### src/rtl/sha256_msg_scheduler_if.sv
// Handshake bundle between the message packer, the schedule stage and the
// compression core. The scheduler sits on the slave side.
interface sha256_msg_scheduler_if #(
  parameter int DATA_WIDTH = 32
);
  logic [DATA_WIDTH-1:0] data_in;
  logic                  MP_dv_in;
  logic                  W_ready_in;
  logic [DATA_WIDTH-1:0] W_out;
  logic                  W_valid_out;
  logic [5:0]            round_idx_out;
  logic                  busy_out;
  logic                  block_done_out;
  logic                  overflow_err_out;

  modport slave (
    input  data_in, MP_dv_in, W_ready_in,
    output W_out, W_valid_out, round_idx_out, busy_out, block_done_out,
           overflow_err_out
  );

  modport master (
    output data_in, MP_dv_in, W_ready_in,
    input  W_out, W_valid_out, round_idx_out, busy_out, block_done_out,
           overflow_err_out
  );
endinterface

### src/rtl/sha256_msg_scheduler.sv
// SHA-256 message schedule: captures 16 message words, then streams
// W0..W63 one per handshake using a rolling 16-word window. Only a 32-bit
// word width is meaningful (the sigma rotations are fixed to 32 bits).
module sha256_msg_scheduler #(
  parameter int DATA_WIDTH = 32,
  parameter int NUM_ROUNDS = 64
) (
  input  logic                  clk,
  input  logic                  rst_n,
  sha256_msg_scheduler_if.slave bus
);

  typedef enum logic [1:0] {
    IDLE   = 2'd0,
    LOAD   = 2'd1,
    EXPAND = 2'd2,
    DONE   = 2'd3
  } state_e;

  localparam logic [5:0] T_LAST = 6'(NUM_ROUNDS - 1);

  state_e                state_q;
  logic [4:0]            ld_cnt_q;
  logic [5:0]            t_q;
  logic [DATA_WIDTH-1:0] w_q [16];
  logic [DATA_WIDTH-1:0] w15_d;
  logic                  wr_en;
  logic [3:0]            wr_idx;
  logic                  hs;

  function automatic logic [31:0] sig0(input logic [31:0] x);
    return {x[6:0], x[31:7]} ^ {x[17:0], x[31:18]} ^ (x >> 3);
  endfunction

  function automatic logic [31:0] sig1(input logic [31:0] x);
    return {x[16:0], x[31:17]} ^ {x[18:0], x[31:19]} ^ (x >> 10);
  endfunction

  // Word acceptance is only legal while collecting a block; the first word
  // of a block always lands in slot 0.
  assign wr_en  = bus.MP_dv_in && (state_q == IDLE || state_q == LOAD);
  assign wr_idx = (state_q == IDLE) ? 4'd0 : ld_cnt_q[3:0];
  assign hs     = (state_q == EXPAND) && bus.W_ready_in;

  // Next schedule word entering the top of the window, W[t+16]; still
  // computed for the last 16 rounds even though those values drain unused.
  assign w15_d = sig1(w_q[14]) + w_q[9] + sig0(w_q[1]) + w_q[0];

  // Control FSM: load counter and round counter advance with their state.
  always_ff @(posedge clk) begin
    if (!rst_n) begin
      state_q  <= IDLE;
      ld_cnt_q <= '0;
      t_q      <= '0;
    end else begin
      case (state_q)
        IDLE: begin
          if (bus.MP_dv_in) begin
            ld_cnt_q <= 5'd1;
            state_q  <= LOAD;
          end
        end
        LOAD: begin
          if (bus.MP_dv_in) begin
            ld_cnt_q <= ld_cnt_q + 5'd1;
            if (ld_cnt_q == 5'd15) begin
              t_q     <= '0;
              state_q <= EXPAND;
            end
          end
        end
        EXPAND: begin
          if (bus.W_ready_in) begin
            t_q <= t_q + 6'd1;
            if (t_q == T_LAST) state_q <= DONE;
          end
        end
        DONE:    state_q <= IDLE;
        default: state_q <= IDLE;
      endcase
    end
  end

  // Window: shifts down on each consumed word, otherwise takes loaded words.
  always_ff @(posedge clk) begin
    if (!rst_n) begin
      for (int i = 0; i < 16; i++) w_q[i] <= '0;
    end else if (hs) begin
      for (int i = 0; i < 15; i++) w_q[i] <= w_q[i+1];
      w_q[15] <= w15_d;
    end else if (wr_en) begin
      w_q[wr_idx] <= bus.data_in;
    end
  end

  // Outputs decode registered state only, except the overflow flag which
  // must flag the offending word in the same cycle it is presented.
  assign bus.W_valid_out      = (state_q == EXPAND);
  assign bus.W_out            = (state_q == EXPAND) ? w_q[0] : '0;
  assign bus.round_idx_out    = (state_q == EXPAND) ? t_q : '0;
  assign bus.busy_out         = (state_q != IDLE);
  assign bus.block_done_out   = (state_q == DONE);
  assign bus.overflow_err_out = bus.MP_dv_in &&
                                (state_q == EXPAND || state_q == DONE);

endmodule

### src/flat_wrapper.sv
// flat-port wrapper written by rule: the top's interface ports become plain ports
module sha256_msg_scheduler_flat 
#(
  parameter int DATA_WIDTH = 32,
  parameter int NUM_ROUNDS = 64
)
  (clk, rst_n, bus_data_in, bus_MP_dv_in, bus_W_ready_in, bus_W_out, bus_W_valid_out, bus_round_idx_out, bus_busy_out, bus_block_done_out, bus_overflow_err_out);
  sha256_msg_scheduler_if #(.DATA_WIDTH(DATA_WIDTH)) bus_i ();
  input  logic clk;
  input  logic rst_n;
  input wire logic [$bits(bus_i.data_in)-1:0] bus_data_in;
  input wire logic [$bits(bus_i.MP_dv_in)-1:0] bus_MP_dv_in;
  input wire logic [$bits(bus_i.W_ready_in)-1:0] bus_W_ready_in;
  output wire logic [$bits(bus_i.W_out)-1:0] bus_W_out;
  output wire logic [$bits(bus_i.W_valid_out)-1:0] bus_W_valid_out;
  output wire logic [$bits(bus_i.round_idx_out)-1:0] bus_round_idx_out;
  output wire logic [$bits(bus_i.busy_out)-1:0] bus_busy_out;
  output wire logic [$bits(bus_i.block_done_out)-1:0] bus_block_done_out;
  output wire logic [$bits(bus_i.overflow_err_out)-1:0] bus_overflow_err_out;
  assign bus_i.data_in = bus_data_in;
  assign bus_i.MP_dv_in = bus_MP_dv_in;
  assign bus_i.W_ready_in = bus_W_ready_in;
  assign bus_W_out = bus_i.W_out;
  assign bus_W_valid_out = bus_i.W_valid_out;
  assign bus_round_idx_out = bus_i.round_idx_out;
  assign bus_busy_out = bus_i.busy_out;
  assign bus_block_done_out = bus_i.block_done_out;
  assign bus_overflow_err_out = bus_i.overflow_err_out;
  sha256_msg_scheduler #(.DATA_WIDTH(DATA_WIDTH), .NUM_ROUNDS(NUM_ROUNDS)) u_core (.clk(clk), .rst_n(rst_n), .bus(bus_i));
endmodule
### config.mk
export PLATFORM = sky130hd
export DESIGN_NAME = sha256_msg_scheduler_flat
export DESIGN_NICKNAME = d
export VERILOG_FILES = /design/src/rtl/sha256_msg_scheduler_if.sv /design/src/rtl/sha256_msg_scheduler.sv /design/src/flat_wrapper.sv
export SDC_FILE = /design/constraint.sdc
export NUM_CORES = 1
export LEC_CHECK = 0
export ABC_AREA = 0
export CAP_MARGIN = 20
export CORE_MARGIN = 5
export CORE_UTILIZATION = 41
export CTS_CLUSTER_SIZE = 12
export DETAILED_ROUTE_END_ITERATION = 8
export PLACE_DENSITY = 0.58
export SYNTH_ARGS = -nofsm -noshare
export SYNTH_HDL_FRONTEND = slang
export SYNTH_SLANG_ARGS = --single-unit
### constraint.sdc
create_clock -name clk -period 5.2 [get_ports clk]
set_input_delay 1.04 -clock clk [delete_from_list [all_inputs] [get_ports clk]]
set_output_delay 1.04 -clock clk [all_outputs]
set_load 0.01 [all_outputs]
## Word-level counts from Yosys, hierarchy flattened

Memory sizes are Yosys's and may differ from the RTL's.
Index checks and enable logic that the tools add are counted.

- Bits in registers: 13
- Latch bits: 0
- Bits in writable memories: 512
- Memory bits (read-only): 0
- Input port bits: 36
- Output and inout bits: 42
- Word-level logic and storage cells: 95
- Memories: 1

- Add/sub/neg operators: 5
- $mul: 0
- Div/mod/pow operators: 0
- $lt $le $gt $ge: 0
- Equality and inequality tests: 10
- Shift operators: 0
- Multiplexer cells: 43
- Bitwise operators: 20
- Reductions and logical operators: 13

Memory list:

| memory | depth | width | rd ports | clocked after Yosys merged registers in | write ports | RTL line | text |
|---|---|---|---|---|---|---|---|
| u_core.w_q | 16 | 32 | 16 | 0 | 16 | sha256_msg_scheduler.sv:25 | `logic [DATA_WIDTH-1:0] w_q [16];` |

Operators by type and width:

| kind | count |
|---|---|
| 2-to-1 mux 32 bit | 18 |
| adder 32 bit | 3 |
| bitwise XOR 32 bit | 2 |
| OR reduction 32 bit | 1 |
| bitwise XOR 32 x 22 -> 32 bit | 1 |
| bitwise XOR 32 x 29 -> 32 bit | 1 |
| 2-to-1 mux 6 bit | 4 |
| bitwise OR 1 bit | 16 |
| one-hot mux 6 bit (2 select lines) | 1 |
| 2-to-1 mux 2 bit | 5 |
| 2-to-1 mux 5 bit | 2 |
| one-hot mux 5 bit (2 select lines) | 1 |
| 2-to-1 mux 1 bit | 9 |
| 2-to-1 mux 4 bit | 2 |
| != test 2 bit (second input constant) | 4 |
| one-hot mux 2 bit (4 select lines) | 1 |
| adder 6 x 1 -> 6 bit (second input constant) | 1 |
| equality test 6 bit (second input constant) | 1 |
| nonzero test 2 bit | 3 |
| adder 5 x 1 -> 5 bit (second input constant) | 1 |
| equality test 5 x 4 -> 1 bit (second input constant) | 1 |
| AND reduction 5 bit | 1 |
| equality test 2 bit (second input constant) | 2 |
| AND reduction 4 bit | 1 |
| other kinds (6) | 9 |

## Depth between registers and ports, before layout

Gate-level depths: netlist of run 1.

- Depth in word-level cells: 9
- Depth in mapped cells: 16
- Depth with buffers taken out: 16

## Least setup slack after synthesis of run 1

Ideal clock, no wire load.

- Kind: in2reg
- Start point: input port rst_n
- End point: memory u_core.w_q[12][0] (enable)
- Library setup time: 0.466 ns
- Arrival: 4.354 ns
- Data required time: 4.734 ns
- Slack: 0.381 ns
- Stages on the path: 5
- Buffers on the path: 2
- Cells stage by stage: buf_2 -> a21bo_1 -> or4_1 -> buf_6 -> o21ai_0

RTL lines:

| item | RTL line | text |
|---|---|---|
| start: declaration | flat_wrapper.sv:10 | `input logic rst_n;` |
| end: declaration | sha256_msg_scheduler.sv:25 |  |

==> metrics, run 1 <==
worst min path class=flip-flop to flip-flop; DR WL/cell=26.79 microns; die area=71000 sq um; initial antenna violation count=3; pre-CTS setup slack=0.5033 ns; status=finished clean; Layout Cells excl Fill=3198; async set-reset flop share out of synthesis=0; 1st-iter DRT viols=1907; Final setup viols=0; Max-cap violations=0; Post-Synthesis Cell Area=26960 sq um; Post-synth EDFFs=512; clk buf depth=3; CTS H-tree depth=2; DRT antenna net count=0; post-cts repair resize count=0; max_slew headroom=0.2220; via count=18733; row cnt=94; chip height=266.5 microns; Synth Area in Compound Gates=0.1704; FF+latch count, synth=525; TritonCTS clock tree=built; Lkg Pwr=11.02 nW; largest net degree at the start of global routing=98; fin util=0.4642; Syn Nets=2449; fraction of layout cells with a size suffix above 1=0.06812; Syn Inst Count=2313; RePlAce Congestion=0.9256; Starting Density=0.4116; largest family of logic cells by synthesized area=compound AO/OA/AOI/OAI gates; Num CTS Buffers=57; Cells after DPL=3098; DRT Pass-1 Iters=5; RR Startpoint=u_core.w_q[1][15]$_DFFE_PP_; worst setup path class=flip-flop to flip-flop; simple-gate area share of the yosys netlist=0.08654; drt drc=0; startpoint types=flip-flop; Die W=266.5 microns; CP arrival=5.17 ns; share of the synthesized area in the top cell type=0.5702; Sw Share=0.4263; register area share after synthesis=0.5798; Critical Path Source=u_core.w_q[1][15]$_DFFE_PP_; CORE AREA=65510 sq um; Post-Synth XOR/XNOR Area=0.04677; Hold WS=0.4898 ns; drt via density=5.858; Seq pwr share=0.312; crit path capture=u_core.w_q[15][23]$_DFFE_PP_; power density cells=671.8 nW/um^2; R2R cell count=14; total power=20.43 mW; Final Skew=0.03238 ns; final hold vios=0; r2r endpoint=u_core.w_q[15][23]$_DFFE_PP_; CP Data Required Time=5.58 ns; Area Growth Syn to Fin=12.77%; RSZ-0062 raised after global routing=no; flop2flop setup slack=0.41 ns; f_max=0.2089 GHz; CTS Hold Buffers Added=0; fin nets=2430; clock period minus final worst setup slack=4.787 ns; Inserted Diodes=0; Ports=78; detailed-placement wirelength estimate=58830 microns; Slew Viols, Final=0; clock power share=0.191; Final Cycle Share=0.9206; worst-margin pin slew=1.163 ns; worst vdd rail ir drop=0.0006164 V; Final Cell Area=30410 sq um; Internal=11.72 mW; setup repair bufs after CTS=0; Crit Path Max Fanout=8; Detailed Route WL=85660 microns; clock insertion delay at the later pin of the skew report=0.64 ns; ranking of synthesized cells by area=edfxtp_1, a22o_1, nand2_1; leading area contributor after synthesis=edfxtp_1; Synth Flop Type=edfxtp_1; post-synthesis cell type count=60; Syn Area/Cell=11.66 sq um; grt total ovfl=0; post-synthesis mux area share=0.001114; area share of fa/ha/maj cells after synthesis=0.06366; worst setup margin=0.4131 ns; TritonCTS Sinks=525; global-route wire length before repair=126300 microns; root buf cell=clkbuf_16; vias in the first global route=18352; Setup crit end kind=flip-flop; Global Route Usage Sum=0.2375; Warnings, synthesis=0; Net Sw Power=8.710 mW; Gate power share=0.497; final setup TNS=0 ns; clk slew on worst S/H paths=0.06 ns; area post-placement=28650 sq um; IO Port Bufs=77
[critical path: stages (launching register included)]
cell,delay (ns)
edfxtp_1,0.56
xnor2_1,0.21
xnor2_1,0.48
fa_1,0.52
inv_1,0.08
fa_1,0.40
inv_1,0.07
ha_1,0.31
a21oi_1,0.16
o221ai_1,0.24
and2_1,0.28
o31ai_2,0.47
a21oi_1,0.16
or3_1,0.33
a32o_1,0.25
[cell type report]
type                    instances  area [sq um]
clock buffers                  81          1538
clock inverters                18         198.9
repair buffers                129          1234
well taps                     864          1081
inverters                     152         570.5
fillers                      5956         35100
multi-input cells            1429         10150
flip-flops and latches        525         15640
[power groups by stage]
stage                     Clock, mW  Combinational, mW  Sequential [mW]
after floorplan                   0               7.01             6.14
after global placement            0               9.92             6.42
after detailed placement          0               9.90             6.42
after CTS                      3.96               10.0             6.35
after global routing           4.14               11.2             6.40
final                          3.90               10.2             6.36
[worst min path at each step]
stage,from,endpoint,slack [ns],cells past startpoint
after floorplan,u_core.ld_cnt_q[4]$_SDFFE_PN0P_,u_core.ld_cnt_q[4]$_SDFFE_PN0P_,0.45,2
after global placement,u_core.ld_cnt_q[4]$_SDFFE_PN0P_,u_core.ld_cnt_q[4]$_SDFFE_PN0P_,0.47,2
after detailed placement,u_core.ld_cnt_q[4]$_SDFFE_PN0P_,u_core.ld_cnt_q[4]$_SDFFE_PN0P_,0.48,2
after CTS,u_core.ld_cnt_q[4]$_SDFFE_PN0P_,u_core.ld_cnt_q[4]$_SDFFE_PN0P_,0.50,2
after global routing,u_core.ld_cnt_q[4]$_SDFFE_PN0P_,u_core.ld_cnt_q[4]$_SDFFE_PN0P_,0.53,2
final,u_core.ld_cnt_q[4]$_SDFFE_PN0P_,u_core.ld_cnt_q[4]$_SDFFE_PN0P_,0.49,2
[logic make-up (layout without fill, tap and decap cells)]
logic type                 after synthesis  count (layout)
muxes                                    3               3
buffers and inverters                  359             380
AOI/OAI and AO/OA                      641             641
adders and majority gates              100             100
and+or+nand+nor                        541             541
xor gates and xnor gates               144             144
DFF                                    525             525
[state kept, by name (all words and copies together) (netlist names)]
signal / flops
u_core.ld_cnt_q: 5
u_core.w_q: 512
u_core.t_q: 6
u_core.state_q: 2
[Yosys cell counts, drive strengths merged (4+ instances only)]
master	instances
clkbuf	148
xnor2	116
nand4	14
edfxtp	512
nand2b	5
a21oi	41
o31ai	9
nor2b	6
and3	4
o21ai	219
nor3	7
nand2	384
inv	152
o21a	6
xor2	28
o211ai	6
nor2	44
a22o	321
and2	43
a22oi	5
dfxtp	13
a21o	4
nand3	18
a31oi	5
buf	59
fa	62
ha	38
or3	7
[cells in the final DEF, fill, tap and decap left out, types with 5 or more instances in the layout]
master and n:
nor2_2 10, nand2b_1 5, a22o_1 321, nor3_1 7, a31oi_1 5, o21ai_0 201
a22oi_1 5, clkdlybuf4s50_1 76, nand2_1 384, a21oi_1 40, o31ai_1 8, edfxtp_1 512
o21a_1 6, nand3_1 18, clkinv_1 8, ha_1 38, xnor2_1 116, nor2_1 27
o211ai_1 5, nand4_1 14, and2_1 43, nor2b_1 6, inv_1 151, clkbuf_16 58
dfxtp_1 13, buf_12 6, or3_1 7, clkbuf_1 23, nor2_4 6, fa_1 62
o21ai_4 13, buf_4 47, xor2_1 28
[per-layer routing]
metal	vias up	global-route usage	wire, microns
li1	8281	-	-
met1	9581	0.3366	36880
met2	768	0.3905	40980
met3	103	0.03890	6072
met4	0	0.05037	1728
met5	-	0	0
Power figures use the tool's default switching activity.
==> inputs of run 2 (changes only) <==
- CAP_MARGIN: 20 -> 0
- clock period: 5.2 -> 4.8 ns (I/O delays scaled with it)
==> run 2 against run 1 <==
Combinational power increased by 13%. Via count increased by 0.20%. Sequential share of layout area is 0.29 points lower.
==> metrics, run 2 (synthesized netlist as in run 1, its figures left out) <==
status=finished clean; commonest non-fill, non-tap cell in the layout=edfxtp_1; Final setup viols=0; Lkg Pwr=11.09 nW; Ports=78; Setup crit end kind=flip-flop; worst setup path class=flip-flop to flip-flop; DRT Pass-1 Iters=5; Starting Density=0.4116; 1st-iter DRT viols=1875; clock insertion delay at the later pin of the skew report=0.64 ns; Final Cycle Share=0.9738; Slew Viols, Final=0; worst-margin pin slew=1.201 ns; chip height=266.5 microns; Global Route Usage Sum=0.2392; Net Sw Power=9.860 mW; via count=18771; power density cells=747.4 nW/um^2; largest net degree at the start of global routing=125; Gate power share=0.502; DRT antenna net count=0; worst vdd rail ir drop=0.0006068 V; final setup TNS=0 ns; DR WL/cell=27.03 microns; initial antenna violation count=2; vias in the first global route=18345; Internal=13.00 mW; Reg area=15640 sq um; Final Skew=0.02976 ns; Die W=266.5 microns; startpoint types=flip-flop; CORE AREA=65510 sq um; RePlAce Congestion=0.9500; CTS Hold Buffers Added=0; CP Data Required Time=5.14 ns; most frequent cells in the layout=edfxtp_1, nand2_1, a22o_1, o21ai_0, inv_1; global-route wire length before repair=127000 microns; clk buf depth=3; Area Growth Syn to Fin=13.41%; grt total ovfl=0; Seq pwr share=0.301; area of the multi-input gates=10160 sq um; Regs by FF count=u_core.w_q x512, u_core.t_q x6, u_core.ld_cnt_q x5; die area=71000 sq um; final hold vios=0; post-cts repair resize count=0; CTS H-tree depth=2; TritonCTS clock tree=built; fin util=0.4668; f_max=0.2139 GHz; RSZ-0062 raised after global routing=no; Fillers=5849; largest reg by FF count=u_core.w_q; worst min path class=flip-flop to flip-flop; Crit Path Max Fanout=5; Max-cap violations=0; TritonCTS Sinks=525; CP arrival=5.02 ns; fraction of layout cells with a size suffix above 1=0.07179; Detailed Route WL=86620 microns; clk slew on worst S/H paths=0.06 ns; clock power share=0.197; row cnt=94; Largest register FFs=512; max_slew headroom=0.1969; root buf cell=clkbuf_16; Num CTS Buffers=58; detailed-placement wirelength estimate=59630 microns; setup repair bufs after CTS=0; fin nets=2429; drt drc=0; flop2flop setup slack=0.13 ns; drt via density=5.857; Sw Share=0.4314; IO Port Bufs=77; clock period minus final worst setup slack=4.674 ns
-- run 2: worst max-delay path, stage by stage, from the launching register on --
cell	delay, ns
edfxtp_1	0.58
xnor2_1	0.22
xnor2_1	0.35
fa_1	0.48
inv_1	0.09
fa_1	0.40
inv_1	0.08
ha_1	0.28
a21o_1	0.21
a31o_2	0.22
o21ai_1	0.44
o21ai_0	0.34
a211oi_1	0.42
xor2_1	0.19
o21ai_0	0.11
-- run 2: power by group through the flow --
stage / registers [mW] / logic, mW / clock network (mW)
after floorplan: 6.65 / 7.59 / 0
after CTS: 6.87 / 11.3 / 4.56
final: 6.89 / 11.5 / 4.50
after global routing: 6.93 / 12.5 / 4.76
after detailed placement: 6.95 / 11.2 / 0
after global placement: 6.94 / 11.2 / 0
-- run 2: worst paths after layout --
check	from	to	cells past startpoint
setup / recovery	u_core.w_q[14][15]$_DFFE_PP_	u_core.w_q[15][16]$_DFFE_PP_	14
hold / removal	u_core.ld_cnt_q[4]$_SDFFE_PN0P_	u_core.ld_cnt_q[4]$_SDFFE_PN0P_	2
setup reg to reg	u_core.w_q[14][15]$_DFFE_PP_	u_core.w_q[15][16]$_DFFE_PP_	14
hold reg to reg	u_core.ld_cnt_q[4]$_SDFFE_PN0P_	u_core.ld_cnt_q[4]$_SDFFE_PN0P_	2
-- run 2: per-layer routing --
metal	wire [microns]	up-vias	GRT usage
met4	3033	0	0.07444
met3	6486	134	0.04084
met2	40190	789	0.3844
met5	0	-	0
li1	-	8275	-
met1	36910	9573	0.3353
-- run 2: area by class of cell --
| cell class | instances | area share |
|---|---|---|
| Timing Repair Buffer | 127 | 0.04067 |
| Inverter | 152 | 0.01866 |
| Tap cell | 864 | 0.03535 |
| Sequential cell | 525 | 0.5113 |
| Clock buffer | 75 | 0.04955 |
| Antenna cell | 1 | 0.00008183 |
| Multi-Input combinational cell | 1429 | 0.3322 |
| Clock inverter | 32 | 0.01227 |
-- run 2: through the flow --
| stage | worst slack (ns) | instance area [sq um] | hold slack (ns) | total power, mW | instances |
|---|---|---|---|---|---|
| after detailed placement | 0.1401 | 28680 | 0.4787 | 18.11 | 3097 |
| after global routing | 0.0006515 | 30580 | 0.5424 | 24.22 | 3204 |
| after CTS | 0.1075 | 30570 | 0.4930 | 22.69 | 3204 |
| after floorplan | 0.06053 | 26960 | 0.4544 | 14.25 | 2313 |
| after global placement | 0.07637 | 28680 | 0.4733 | 18.10 | 3097 |
| final | 0.1258 | 30580 | 0.4946 | 22.86 | 3205 |
